`config.mk`:
```
export PLATFORM = sky130hd
export DESIGN_NAME = oled_text_writer_flat
export DESIGN_NICKNAME = d
export VERILOG_FILES = /design/src/rtl/oled_text_writer_pkg.sv /design/src/rtl/oled_text_writer_if.sv /design/src/rtl/oled_text_writer_rr_pick.sv /design/src/rtl/oled_text_writer.sv /design/src/flat_wrapper.sv
export SDC_FILE = /design/constraint.sdc
export NUM_CORES = 2
export LEC_CHECK = 0
export ABC_AREA = 1
export CAP_MARGIN = 0
export CORE_MARGIN = 4
export CORE_UTILIZATION = 25
export CTS_BUF_LIST = sky130_fd_sc_hd__clkbuf_8
export CTS_CLUSTER_SIZE = 25
export DETAILED_ROUTE_END_ITERATION = 10
export PLACE_DENSITY = 0.47
export SYNTH_ARGS = -nofsm -noshare
export SYNTH_HDL_FRONTEND = slang
export SYNTH_HIERARCHICAL = 1
export SYNTH_SLANG_ARGS = --single-unit
```
`constraint.sdc`:
```
create_clock -name clk -period 13.6 [get_ports clk]
set_input_delay 1.36 -clock clk [delete_from_list [all_inputs] [get_ports clk]]
set_output_delay 1.36 -clock clk [all_outputs]
set_load 0.05 [all_outputs]
```
`src/rtl/oled_text_writer_pkg.sv`:
```
// oled_text_writer_pkg: shared constants, types and helpers for the OLED text writer.
package oled_pkg;
  localparam int OLED_ROWS = 4;
  localparam int OLED_COLS = 16;
  localparam int OLED_CELLS = OLED_ROWS * OLED_COLS;
  localparam logic [7:0] BLANK_CHAR = 8'h20;
  localparam int LO_TIMEOUT = 4;
  typedef enum logic [2:0] {IDLE, ISSUE, WAIT_LO, WAIT_HI, CLEAR, CWAIT_LO, CWAIT_HI} wr_state_t;
  typedef logic [5:0] cell_idx_t;
  function automatic logic [6:0] popcnt(input logic [OLED_CELLS-1:0] v);
    logic [6:0] n;
    n = '0;
    for (int i = 0; i < OLED_CELLS; i++) n += {6'd0, v[i]};
    return n;
  endfunction
endpackage

```
`src/rtl/oled_text_writer_if.sv`:
```
// oled_text_writer_if: host write port plus oledDriver command handshake.
interface oled_text_writer_if;
  logic       wr_en;
  logic [1:0] wr_row;
  logic [3:0] wr_col;
  logic [7:0] wr_char;
  logic       clr_req;
  logic       drv_ready;
  logic       drv_showchar;
  logic       drv_clear;
  logic [7:0] drv_charval;
  logic [1:0] drv_char_row;
  logic [3:0] drv_char_col;
  logic       busy;
  logic [6:0] dirty_cnt;
  modport master (
    output wr_en, wr_row, wr_col, wr_char, clr_req, drv_ready,
    input  drv_showchar, drv_clear, drv_charval, drv_char_row, drv_char_col, busy, dirty_cnt
  );
  modport slave (
    input  wr_en, wr_row, wr_col, wr_char, clr_req, drv_ready,
    output drv_showchar, drv_clear, drv_charval, drv_char_row, drv_char_col, busy, dirty_cnt
  );
endinterface

```
`src/rtl/oled_text_writer_rr_pick.sv`:
```
// oled_rr_pick: first set dirty bit at or after ptr_i, wrapping around the 64 cells.
module oled_rr_pick
  import oled_pkg::*;
(
  input  logic [OLED_CELLS-1:0] dirty_i,
  input  cell_idx_t             ptr_i,
  output logic                  found_o,
  output cell_idx_t             idx_o
);
  logic [OLED_CELLS-1:0] rot;
  cell_idx_t off;
  always_comb begin
    rot = OLED_CELLS'({dirty_i, dirty_i} >> ptr_i);
    off = '0;
    for (int i = OLED_CELLS - 1; i >= 0; i--) off = rot[i] ? cell_idx_t'(i) : off;
  end
  assign found_o = |dirty_i;
  assign idx_o = ptr_i + off;
endmodule

```
`src/rtl/oled_text_writer.sv`:
```
// oled_text_writer: 4x16 character buffer that replays only dirty cells to oledDriver.
module oled_text_writer #(
  parameter logic [7:0] BLANK_CHAR = oled_pkg::BLANK_CHAR,
  parameter int         LO_TIMEOUT = oled_pkg::LO_TIMEOUT
) (
  input logic clk,
  input logic rst_n,
  oled_text_writer_if.slave bus
);
  import oled_pkg::*;
  wr_state_t st_q;
  logic [7:0] buf_q [OLED_CELLS];
  logic [7:0] buf_d [OLED_CELLS];
  logic [OLED_CELLS-1:0] dirty_q, dirty_d;
  logic pend_q, pend_d;
  logic [6:0] cnt_q;
  cell_idx_t rr_q, pick, widx;
  logic [7:0] tmo_q;
  logic show_q, clr_q;
  logic [7:0] charval_q;
  logic [1:0] row_q;
  logic [3:0] col_q;
  logic found, take, lo_exit;
  oled_rr_pick u_pick (.dirty_i(dirty_q), .ptr_i(rr_q), .found_o(found), .idx_o(pick));
  assign widx = {bus.wr_row, bus.wr_col};
  assign take = st_q == IDLE && bus.drv_ready && !pend_q && found;
  assign lo_exit = !bus.drv_ready || tmo_q == 8'(LO_TIMEOUT - 1);
  // Later assignments win: blanking, then dirty-clear of the picked cell, then the host write.
  always_comb begin
    buf_d = buf_q;
    dirty_d = dirty_q;
    pend_d = (pend_q && st_q != CLEAR) || bus.clr_req;
    if (st_q == CLEAR) begin
      buf_d = '{default: BLANK_CHAR};
      dirty_d = '0;
    end
    if (take) dirty_d[pick] = 1'b0;
    if (bus.wr_en) begin
      buf_d[widx] = bus.wr_char;
      dirty_d[widx] = 1'b1;
    end
  end
  always_ff @(posedge clk or negedge rst_n)
    if (!rst_n) begin
      buf_q <= '{default: BLANK_CHAR};
      dirty_q <= '0;
      pend_q <= 1'b1;
      cnt_q <= '0;
    end else begin
      buf_q <= buf_d;
      dirty_q <= dirty_d;
      pend_q <= pend_d;
      cnt_q <= popcnt(dirty_d);
    end
  always_ff @(posedge clk or negedge rst_n)
    if (!rst_n) begin
      st_q <= IDLE;
      rr_q <= '0;
      tmo_q <= '0;
      show_q <= 1'b0;
      clr_q <= 1'b0;
      charval_q <= '0;
      row_q <= '0;
      col_q <= '0;
    end else begin
      show_q <= 1'b0;
      clr_q <= 1'b0;
      case (st_q)
        IDLE:
          if (bus.drv_ready && pend_q) begin
            st_q <= CLEAR;
            clr_q <= 1'b1;
          end else if (take) begin
            st_q <= ISSUE;
            show_q <= 1'b1;
            charval_q <= buf_q[pick];
            row_q <= pick[5:4];
            col_q <= pick[3:0];
          end
        ISSUE: begin
          st_q <= WAIT_LO;
          tmo_q <= '0;
          rr_q <= {row_q, col_q} + 6'd1;
        end
        CLEAR: begin
          st_q <= CWAIT_LO;
          tmo_q <= '0;
        end
        WAIT_LO, CWAIT_LO: begin
          tmo_q <= tmo_q + 8'd1;
          if (lo_exit) st_q <= st_q == WAIT_LO ? WAIT_HI : CWAIT_HI;
        end
        WAIT_HI, CWAIT_HI: if (bus.drv_ready) st_q <= IDLE;
        default: st_q <= IDLE;
      endcase
    end
  assign bus.drv_showchar = show_q;
  assign bus.drv_clear = clr_q;
  assign bus.drv_charval = charval_q;
  assign bus.drv_char_row = row_q;
  assign bus.drv_char_col = col_q;
  assign bus.dirty_cnt = cnt_q;
  assign bus.busy = st_q != IDLE || |dirty_q || pend_q;
endmodule

```
`src/flat_wrapper.sv`:
```
// flat-port wrapper written by rule: the top's interface ports become plain ports
module oled_text_writer_flat import oled_pkg::*;
#(
  parameter logic [7:0] BLANK_CHAR = oled_pkg::BLANK_CHAR,
  parameter int         LO_TIMEOUT = oled_pkg::LO_TIMEOUT
)
  (clk, rst_n, bus_wr_en, bus_wr_row, bus_wr_col, bus_wr_char, bus_clr_req, bus_drv_ready, bus_drv_showchar, bus_drv_clear, bus_drv_charval, bus_drv_char_row, bus_drv_char_col, bus_busy, bus_dirty_cnt);
  oled_text_writer_if bus_i ();
  input logic clk;
  input logic rst_n;
  input wire logic [$bits(bus_i.wr_en)-1:0] bus_wr_en;
  input wire logic [$bits(bus_i.wr_row)-1:0] bus_wr_row;
  input wire logic [$bits(bus_i.wr_col)-1:0] bus_wr_col;
  input wire logic [$bits(bus_i.wr_char)-1:0] bus_wr_char;
  input wire logic [$bits(bus_i.clr_req)-1:0] bus_clr_req;
  input wire logic [$bits(bus_i.drv_ready)-1:0] bus_drv_ready;
  output wire logic [$bits(bus_i.drv_showchar)-1:0] bus_drv_showchar;
  output wire logic [$bits(bus_i.drv_clear)-1:0] bus_drv_clear;
  output wire logic [$bits(bus_i.drv_charval)-1:0] bus_drv_charval;
  output wire logic [$bits(bus_i.drv_char_row)-1:0] bus_drv_char_row;
  output wire logic [$bits(bus_i.drv_char_col)-1:0] bus_drv_char_col;
  output wire logic [$bits(bus_i.busy)-1:0] bus_busy;
  output wire logic [$bits(bus_i.dirty_cnt)-1:0] bus_dirty_cnt;
  assign bus_i.wr_en = bus_wr_en;
  assign bus_i.wr_row = bus_wr_row;
  assign bus_i.wr_col = bus_wr_col;
  assign bus_i.wr_char = bus_wr_char;
  assign bus_i.clr_req = bus_clr_req;
  assign bus_i.drv_ready = bus_drv_ready;
  assign bus_drv_showchar = bus_i.drv_showchar;
  assign bus_drv_clear = bus_i.drv_clear;
  assign bus_drv_charval = bus_i.drv_charval;
  assign bus_drv_char_row = bus_i.drv_char_row;
  assign bus_drv_char_col = bus_i.drv_char_col;
  assign bus_busy = bus_i.busy;
  assign bus_dirty_cnt = bus_i.dirty_cnt;
  oled_text_writer #(.BLANK_CHAR(BLANK_CHAR), .LO_TIMEOUT(LO_TIMEOUT)) u_core (.clk(clk), .rst_n(rst_n), .bus(bus_i));
endmodule
```
==> qor.yml <==
num_io_pins: 43
viasPerCell: 4.89
synth_area_leaders: "dfrtp_1 37%, nand3_1 14%, nand2_1 12%"
htree_levels: 3
synth_cells: 5225
synth.cells.most_frequent: "1,165 x nand2_1, 1,035 x nand3_1, 700 x inv_1"
finalSetupViolCount: 0
wl_per_cell_um: 20.0
fin_crit_ns: 12.62
arrival_ns: 13.25
reg2reg_depth: 95
hp-class: "flip-flop to flip-flop"
skew_ns: 0.0373
grt_util_met1: 0.257
cts_tree: "built"
crit_path_max_incr_delay_ns: 0.58
drt_first_pass_iters: 6
placed_area_um2: 39500
post-route-period-util: 0.928
detail-route-antenna-nets: 0
maxCapViolations: 0
synth-main-ff-cell: "dfrtp_1"
multiInputGateArea_um2: 17800
grt-ovfl-total: 0
hold_viol: 0
synth_top_area_share: 0.371
grt_pass1_wl_mm: 215
grt_max_degree: 166
grt_use_total: 0.177
yosys_warnings: 6
place.gp.congestion: 0.951
syn_area_per_cell_um2: 7.13
setup_slack_ns: 0.985
fp-row-count: 141
slowest_stage: "fa_1"
vias: 35105
grt.met3_usage: 0.0279
grt_pass1_vias: 33044
port_buffers: 42
ys_types: 42
initial_core_util: 0.252
synth.largest_area_cell: "dfrtp_1"
synth.most_common_cell: "nand2_1"
met2_usage: 0.271
mappedNetlistArea_um2: 37300
clk_pin_slew_ns: 0.06
core_um2: 148000
critical_path_peak_fanout: 16
areaGrowthSynthToFinish_pct: 13.5
clock_path_buffers: 3
antenna_found_initial: 7
synth_nets: 5321
post-place-ws_ns: 0.553
drc_errors: 0
worst_pin_slew_ns: 1.18
die-area_um2: 155000
worstHoldPathCells: 2
fin_area_um2: 42300
ys_seq_area_frac: 0.416
wirelength_mm: 143
fill_cells: 16329
critPathKind: "flip-flop to flip-flop"
synth_enable_flop_cells: 0
seq_area_um2: 15500
cts_root_buf: "clkbuf_8"
slew_headroom: 0.211
top_usage_layer: "met2"
die_h_um: 394
max_freq_ghz: 0.0793
start_kind: "flip-flop"
dr.first_iter.drc_count: 3385
rsz0062_at_grt: "true"
synth_seq_cells: 617
die_w_um: 394
slew_viol_final: 0
clkLatencyLatePin_ns: 0.74
required_ns: 14.23
cts_made_buffers: 110
crit_top_cell: "nand2_1"
critPathCaptureType: "flip-flop"
run_status: "complete, no violations"
dp_hpwl_mm: 92.7
layout-drive-gt1-share: 0.0905
nNetsFinal: 5239
cts_num_sinks: 617
ys_async_sr_fraction: 1.00
-- placed cells by master (no fill, tap or decap), types with 13 or more instances in the layout --
cell type	instances
clkbuf_8	147
o21ai_1	76
buf_12	13
nor4_1	37
dfrtp_1	546
nand3_1	1026
nand2_1	1158
buf_4	87
fa_1	52
ha_1	19
a31oi_1	16
inv_1	739
dfstp_2	65
clkdlybuf4s50_1	40
o211ai_1	98
nor2_1	222
a21oi_1	32
xor2_1	13
inv_2	36
o21ai_0	645
or2_2	34
-- path summary, 6_finish.rpt --
check                                       start                      end  slack [ns]
min in group asynchronous                   rst_n        u_core/buf_q[345]        0.69
worst max-delay path               u_core/rr_q[1]  u_core/bus.dirty_cnt[6]        0.98
max in group asynchronous                   rst_n           u_core/rr_q[0]       10.39
worst max register to register     u_core/rr_q[1]  u_core/bus.dirty_cnt[6]        0.98
worst min register to register  u_core/buf_q[469]        u_core/buf_q[469]        0.50
worst min-delay path            u_core/buf_q[469]        u_core/buf_q[469]        0.50
-- final cells by class --
class / count / share of cell area
diodes: 4 / 0.000237
clock buffers: 147 / 0.0478
clock inverters: 60 / 0.00654
inverters: 734 / 0.0658
multi-input cells: 3530 / 0.420
flip-flops and latches: 617 / 0.367
well taps: 1930 / 0.0571
repair buffers: 150 / 0.0354
-- logic make-up after synthesis --
| logic type | Yosys count | share of synthesized area |
|---|---|---|
| AO/OA/AOI/OAI | 896 | 0.129 |
| flip-flops | 617 | 0.416 |
| buffers and inverters | 1078 | 0.114 |
| adder cells (fa/ha/maj) | 77 | 0.0369 |
| AND/OR/NAND/NOR | 2533 | 0.298 |
| XOR/XNOR | 15 | 0.00352 |
| multiplexers | 9 | 0.00242 |
-- registers in the layout (all words and copies together), names as in the netlist, 2 cells and up --
signal,flops
u_core/buf_q,512
u_core/bus.drv_char_row,2
u_core/tmo_q,8
u_core/dirty_q,64
u_core/st_q,3
u_core/bus.dirty_cnt,7
u_core/rr_q,6
u_core/bus.drv_char_col,4
u_core/bus.drv_charval,8
-- per-layer routing --
metal	wire length [um]	vias up
li1	-	16822
met1	66700	16887
met2	63000	1153
met3	9540	241
met4	3880	2
met5	9	-
-- metrics by stage --
step / cells / hold slack (ns) / TNS (ns) / utilization
3_3_place_gp: 6944 / 0.480 / 0 / 0.267
2_1_floorplan: 5225 / 0.451 / 0 / -
3_5_place_dp: 6944 / 0.485 / 0 / 0.267
4_1_cts: 7151 / 0.494 / 0 / 0.283
5_1_grt: 7171 / 0.524 / -0.102 / 0.286
6_report: 7172 / 0.496 / 0 / 0.286
-- critical path: cells and delay by family, from the launching register on --
kind	cells	cell delay, ns
buffers and inverters	6	0.75
AOI/OAI and AO/OA	9	1.34
adders and majority gates	12	5.26
DFF	1	0.44
xor gates and xnor gates	1	0.43
and+or+nand+nor	67	4.26
-- repair_timing --
action	4_1_cts	5_1_grt
hold buffers	0	0
gates resized for setup	0	71
buffers inserted	0	9
endpoints found under the setup margin	0	6
Power is not shown: default switching activity piles up to over one toggle a cycle in this logic, so the estimate is an artifact.
